File: config.mk
export PLATFORM = sky130hd
export DESIGN_NAME = ahb_apb_bridge_param
export DESIGN_NICKNAME = d
export VERILOG_FILES = /design/src/rtl/ahb_apb_bridge_param.sv
export SDC_FILE = /design/constraint.sdc
export NUM_CORES = 1
export LEC_CHECK = 0
export ABC_AREA = 1
export CORE_ASPECT_RATIO = 0.5
export CORE_MARGIN = 3
export CORE_UTILIZATION = 42
export DETAILED_ROUTE_END_ITERATION = 6
export GPL_ROUTABILITY_DRIVEN = 0
export PLACE_DENSITY_LB_ADDON = 0.3
export SLEW_MARGIN = 25
export SYNTH_ARGS = -nofsm -noshare
export SYNTH_HDL_FRONTEND = slang
export SYNTH_SLANG_ARGS = --single-unit
File: constraint.sdc
create_clock -name clk -period 2.75 [get_ports clk]
set_input_delay 0.55 -clock clk [delete_from_list [all_inputs] [get_ports clk]]
set_output_delay 0.55 -clock clk [all_outputs]
set_load 0.1 [all_outputs]
File: src/rtl/ahb_apb_bridge_param.sv
// AHB-Lite to APB3 bridge with NUM_SLAVES address-decoded regions, slave wait states,
// slave/decode error reporting as a two-cycle AHB ERROR, and an optional wait-state timeout.
module ahb_apb_bridge_param #(
    parameter int                NUM_SLAVES  = 3,
    parameter int                ADDR_W      = 32,
    parameter int                DATA_W      = 32,
    parameter logic [ADDR_W-1:0] BASE_ADDR   = ADDR_W'(32'h8000_0000),
    parameter int                REGION_BITS = 26,
    parameter int                TIMEOUT     = 0
) (
    input  logic                  clk,
    input  logic                  rst,
    input  logic                  Hwrite,
    input  logic                  Hreadyin,
    input  logic [1:0]            Htrans,
    input  logic [ADDR_W-1:0]     Haddr,
    input  logic [DATA_W-1:0]     Hwdata,
    input  logic [DATA_W-1:0]     Prdata,
    input  logic                  Pready,
    input  logic                  Pslverr,
    output logic [NUM_SLAVES-1:0] Pselx,
    output logic [ADDR_W-1:0]     Paddr,
    output logic [DATA_W-1:0]     Pwdata,
    output logic                  Pwrite,
    output logic                  Penable,
    output logic                  Hreadyout,
    output logic [1:0]            Hresp,
    output logic [DATA_W-1:0]     Hrdata
);

    localparam int CW = (TIMEOUT > 0) ? $clog2(TIMEOUT + 1) : 1;
    localparam logic [CW-1:0] TO_LAST = (TIMEOUT > 0) ? CW'(TIMEOUT - 1) : '0;

    typedef enum logic [2:0] {
        S_IDLE   = 3'd0,
        S_WWAIT  = 3'd1,
        S_SETUP  = 3'd2,
        S_ACCESS = 3'd3,
        S_ERR1   = 3'd4,
        S_ERR2   = 3'd5
    } state_t;

    state_t                  state_q, state_d;
    logic [CW-1:0]           cnt_q, cnt_d;
    logic [NUM_SLAVES-1:0]   sel_q, sel_d;
    logic [NUM_SLAVES-1:0]   pselx_q;
    logic [ADDR_W-1:0]       paddr_q;
    logic [DATA_W-1:0]       pwdata_q;
    logic                    pwrite_q;
    logic                    penable_q;
    logic                    hreadyout_q;
    logic [1:0]              hresp_q;
    logic [DATA_W-1:0]       hrdata_q;

    logic [ADDR_W-1:0]       offset_s;
    logic [ADDR_W-1:0]       idx_s;
    logic                    hit_s;
    logic [NUM_SLAVES-1:0]   dec_sel_s;
    logic                    accept_s;
    logic                    rd_done_s;

    assign accept_s = Hreadyin & hreadyout_q & Htrans[1];

    // Region decode: unsigned, full-width, so addresses below BASE_ADDR never wrap into a hit.
    always_comb begin
        offset_s = Haddr - BASE_ADDR;
        idx_s    = offset_s >> REGION_BITS;
        hit_s    = (Haddr >= BASE_ADDR) && (idx_s < ADDR_W'(NUM_SLAVES));
        for (int i = 0; i < NUM_SLAVES; i++) begin
            dec_sel_s[i] = hit_s && (idx_s == ADDR_W'(i));
        end
    end

    // Next-state, wait counter and captured slave select.
    always_comb begin
        state_d   = state_q;
        cnt_d     = cnt_q;
        sel_d     = sel_q;
        rd_done_s = 1'b0;
        case (state_q)
            S_IDLE: begin
                if (accept_s) begin
                    sel_d = dec_sel_s;
                    cnt_d = '0;
                    if (!hit_s) begin
                        state_d = S_ERR1;
                    end else if (Hwrite) begin
                        state_d = S_WWAIT;
                    end else begin
                        state_d = S_SETUP;
                    end
                end else begin
                    state_d = S_IDLE;
                end
            end
            S_WWAIT: begin
                state_d = S_SETUP;
                cnt_d   = '0;
            end
            S_SETUP: begin
                state_d = S_ACCESS;
            end
            S_ACCESS: begin
                // A ready slave wins over an expiring timeout in the same cycle.
                if (Pready) begin
                    if (Pslverr) begin
                        state_d = S_ERR1;
                    end else begin
                        state_d   = S_IDLE;
                        rd_done_s = !pwrite_q;
                    end
                end else if ((TIMEOUT > 0) && (cnt_q == TO_LAST)) begin
                    state_d = S_ERR1;
                end else begin
                    cnt_d = cnt_q + CW'(1);
                end
            end
            S_ERR1: begin
                state_d = S_ERR2;
            end
            S_ERR2: begin
                state_d = S_IDLE;
            end
            default: begin
                state_d = S_IDLE;
            end
        endcase
    end

    // State and registered outputs; bus outputs are derived from the next state.
    always_ff @(posedge clk) begin
        if (rst) begin
            state_q     <= S_IDLE;
            cnt_q       <= '0;
            sel_q       <= '0;
            pselx_q     <= '0;
            paddr_q     <= '0;
            pwdata_q    <= '0;
            pwrite_q    <= 1'b0;
            penable_q   <= 1'b0;
            hreadyout_q <= 1'b1;
            hresp_q     <= 2'b00;
            hrdata_q    <= '0;
        end else begin
            state_q <= state_d;
            cnt_q   <= cnt_d;
            sel_q   <= sel_d;
            if ((state_q == S_IDLE) && accept_s) begin
                paddr_q  <= Haddr;
                pwrite_q <= Hwrite;
            end
            if (state_q == S_WWAIT) begin
                pwdata_q <= Hwdata;
            end
            if (rd_done_s) begin
                hrdata_q <= Prdata;
            end
            pselx_q     <= ((state_d == S_SETUP) || (state_d == S_ACCESS)) ? sel_d : '0;
            penable_q   <= (state_d == S_ACCESS);
            hreadyout_q <= (state_d == S_IDLE) || (state_d == S_ERR2);
            hresp_q     <= ((state_d == S_ERR1) || (state_d == S_ERR2)) ? 2'b01 : 2'b00;
        end
    end

    assign Pselx     = pselx_q;
    assign Paddr     = paddr_q;
    assign Pwdata    = pwdata_q;
    assign Pwrite    = pwrite_q;
    assign Penable   = penable_q;
    assign Hreadyout = hreadyout_q;
    assign Hresp     = hresp_q;
    assign Hrdata    = hrdata_q;

endmodule

==> results.sh <==
export IMPL_status="finished clean"
export IMPL_grt_setup_unrepaired="no"
export IMPL_synth_nets=612
export IMPL_rr_worst_depth=8
export IMPL_h_tree_depth=3
export IMPL_antenna_left=0
export IMPL_drc=0
export IMPL_final_layout_size_suffix_gt1_frac=0.196
export IMPL_fin_skew_ns=0.0106
export IMPL_hold_depth=2
export IMPL_syn_mean_instance_area_um2=7.66
export IMPL_n_antenna_cell=0
export IMPL_crit_required_ns=2.98
export IMPL_min_path_type="flip-flop to flip-flop"
export IMPL_areaGrowthSynthToFinish_pct=55.3
export IMPL_critPathTopFamily="simple AND/OR/NAND/NOR gates"
export IMPL_drv_slew=0
export IMPL_grt_pass1_wl_um=16300
export IMPL_hold_start="Pwdata[22]$_SDFFE_PP0P_"
export IMPL_post_cts_buffers=0
export IMPL_dp_hpwl_um=7660
export IMPL_worstSkewPairLatency_ns=0.34
export IMPL_setup_viol=0
export IMPL_ios=208
export IMPL_fillerInstances=773
export IMPL_ys_top_cells_by_area="dfxtp_1 56%, nor2_1 14%, nand2_1 8.6%"
export IMPL_syn_area_um2=3890
export IMPL_syn_inst=508
export IMPL_via_count=3817
export IMPL_cp_max_fo=14
export IMPL_grt_max_degree=40
export IMPL_whs_endpoint="Pwdata[22]$_SDFFE_PP0P_"
export IMPL_ys_seq_area_frac=0.560
export IMPL_portBuffers=205
export IMPL_routedWlPerCell_um=13.0
export IMPL_slowest_stage="clkdlybuf4s50_1"
export IMPL_die_y_um=74.1
export IMPL_dieArea_um2=10500
export IMPL_ctsResizeCount=0
export IMPL_num_nets_final=805
export IMPL_relSlewSlack=0.631
export IMPL_yosys_warnings=0
export IMPL_cp_num_buf_inv=1
export IMPL_clock_path_buffers=2
export IMPL_antenna_found_initial=0
export IMPL_via_per_inst=4.65
export IMPL_reg2reg_setup_slack_ns=1.18
export IMPL_crit_type="primary input to flip-flop"
export IMPL_ctsHoldBuffers=0
export IMPL_synth_cell_type_count=19
export IMPL_ys_ff_latch=109
export IMPL_die_x_um=142
export IMPL_crit_path_frequent_cell="nand2_1"
export IMPL_tightest_slew_ns=0.552
export IMPL_power_density_nw_per_um2=779
export IMPL_synth_top_area_cell="dfxtp_1"
export IMPL_clock_tree_root_cell="clkbuf_16"
export IMPL_clkSlewWorstSetupHoldPaths_ns=0.07
export IMPL_fmaxAchievable_ghz=0.572
export IMPL_r2r_start="state_q[2]$_SDFF_PP0_"
export IMPL_reg2reg_to="Hreadyout$_SDFF_PP1_"
export IMPL_endpoint_kind="flip-flop"
export IMPL_core_um2=8860
export IMPL_slowest_delay_ns=0.48
export IMPL_layout_worst_path_cycle_share=0.636
export IMPL_ir_drop_v=0.000402
export IMPL_critical_path_arrival_ns=1.97
export IMPL_clock_sinks=109
export IMPL_grt_pass1_vias=3345
export IMPL_dr_first_iter_drc_count=202
export IMPL_tns_ns=0
export IMPL_hold_slack_ns=0.465
export IMPL_fin_crit_ns=1.75
export IMPL_hold_viol=0
export IMPL_synth_top_area_share=0.560
export IMPL_grt_use_total=0.190
export IMPL_cts_buffers=9
export IMPL_max_cap_violations=0
export IMPL_grt_ovfl_total=0
export IMPL_leakage_uw=0.00261
export IMPL_first_pass_iters=4
export IMPL_start_util=0.440
export IMPL_startpoint_type="primary input"
export IMPL_crit_chain="clkdlybuf4s50_1 > nand3_1 > nor2_4 > nand2_1 > a21oi_2 > nand2_1 > nand2_1 > nor2_1"
export IMPL_cts_tree="built"
export IMPL_rows=24
export IMPL_wl_um=10700
[where the power goes]
part,internal (uW),total [uW],switching [uW]
clock,785,1330,542
combinational,388,1600,1220
sequential,1710,1780,72.2
total,2880,4710,1830
[cell usage after synthesis]
library cell / instances
or2_2: 1
o21ai_0: 64
conb_1: 1
clkbuf_1: 14
dfxtp_1: 109
nand2_2: 3
inv_2: 4
inv_1: 10
nor2_2: 1
nor3_1: 2
a21oi_2: 1
nand3_1: 5
nor2_1: 144
nor2_4: 2
buf_4: 4
nand2_1: 89
nand3_2: 2
buf_2: 12
a21oi_1: 40
[state kept, by name, summed over array words and instances, names as in the netlist]
name,cells
Paddr,32
Hresp,1
Hrdata,32
Pselx,3
Hreadyout,1
state_q,3
Penable,1
Pwrite,1
sel_q,3
Pwdata,32
[layer usage]
layer  up-vias  share of wire  GRT usage
met1      1694           0.42      0.235
met3        13          0.076     0.0642
li1       1992              -          -
met2       118           0.49      0.326
met5         -              0          0
met4         0          0.014     0.0489
[through the flow]
step / utilization / instance area, um^2 / setup WS (ns) / cells / total power, uW
2_1_floorplan: - / 3890 / 0.852 / 508 / 3000
3_3_place_gp: 0.648 / 5740 / 0.707 / 807 / 3410
3_5_place_dp: 0.648 / 5740 / 0.657 / 807 / 3420
4_1_cts: 0.683 / 6050 / 1.01 / 821 / 4760
5_1_grt: 0.683 / 6050 / 0.921 / 821 / 4920
6_report: 0.683 / 6050 / 1.00 / 821 / 4710
[tightest hold or removal path, stage by stage (launching register included)]
cell and delay [ns]:
dfxtp_1 0.31, nand2_1 0.06, a21oi_1 0.05
[worst max path at each step]
stage                    startpoint                endpoint  depth (start not counted)
4_1_cts                    Hreadyin  Paddr[31]$_SDFFE_PP0P_                          6
3_5_place_dp               Hreadyin    Hreadyout$_SDFF_PP1_                          8
2_1_floorplan  Hreadyout$_SDFF_PP1_    Hreadyout$_SDFF_PP1_                          7
5_1_grt                      Pready  Hrdata[4]$_SDFFE_PP0P_                          7
3_3_place_gp              Htrans[1]    Hreadyout$_SDFF_PP1_                          8
6_report                  Htrans[1]    Hreadyout$_SDFF_PP1_                          8
[placed cells by master, fill, tap and decap left out, drive strengths merged, types with 7 or more instances in the layout]
cell type | synthesis | routed
a21oi | 41 | 41
buf | 16 | 110
clkbuf | 14 | 9
clkdlybuf4s50 | 0 | 102
dfxtp | 109 | 109
inv | 14 | 14
nand2 | 92 | 92
nand3 | 7 | 7
nor2 | 147 | 147
o21ai | 64 | 64
[cells by family (layout without fill, tap and decap cells)]
family | after synthesis | in the layout | synth area share
and+or+nand+nor | 249 | 249 | 0.253
other | 1 | 1 | 0.000963
buffers and inverters | 44 | 240 | 0.0501
DFF | 109 | 109 | 0.560
AOI/OAI and AO/OA | 105 | 105 | 0.136
[cell type report]
class | count | area (um^2) | share of cell area
sequential | 109 | 2180 | 0.361
timing repair buffer | 212 | 1850 | 0.305
multi-input combinational | 355 | 1520 | 0.251
clock buffer | 9 | 225 | 0.0372
tap | 117 | 146 | 0.0242
clock inverter | 5 | 77.6 | 0.0128
inverter | 14 | 52.6 | 0.00869
Power figures use the tool's default switching activity.
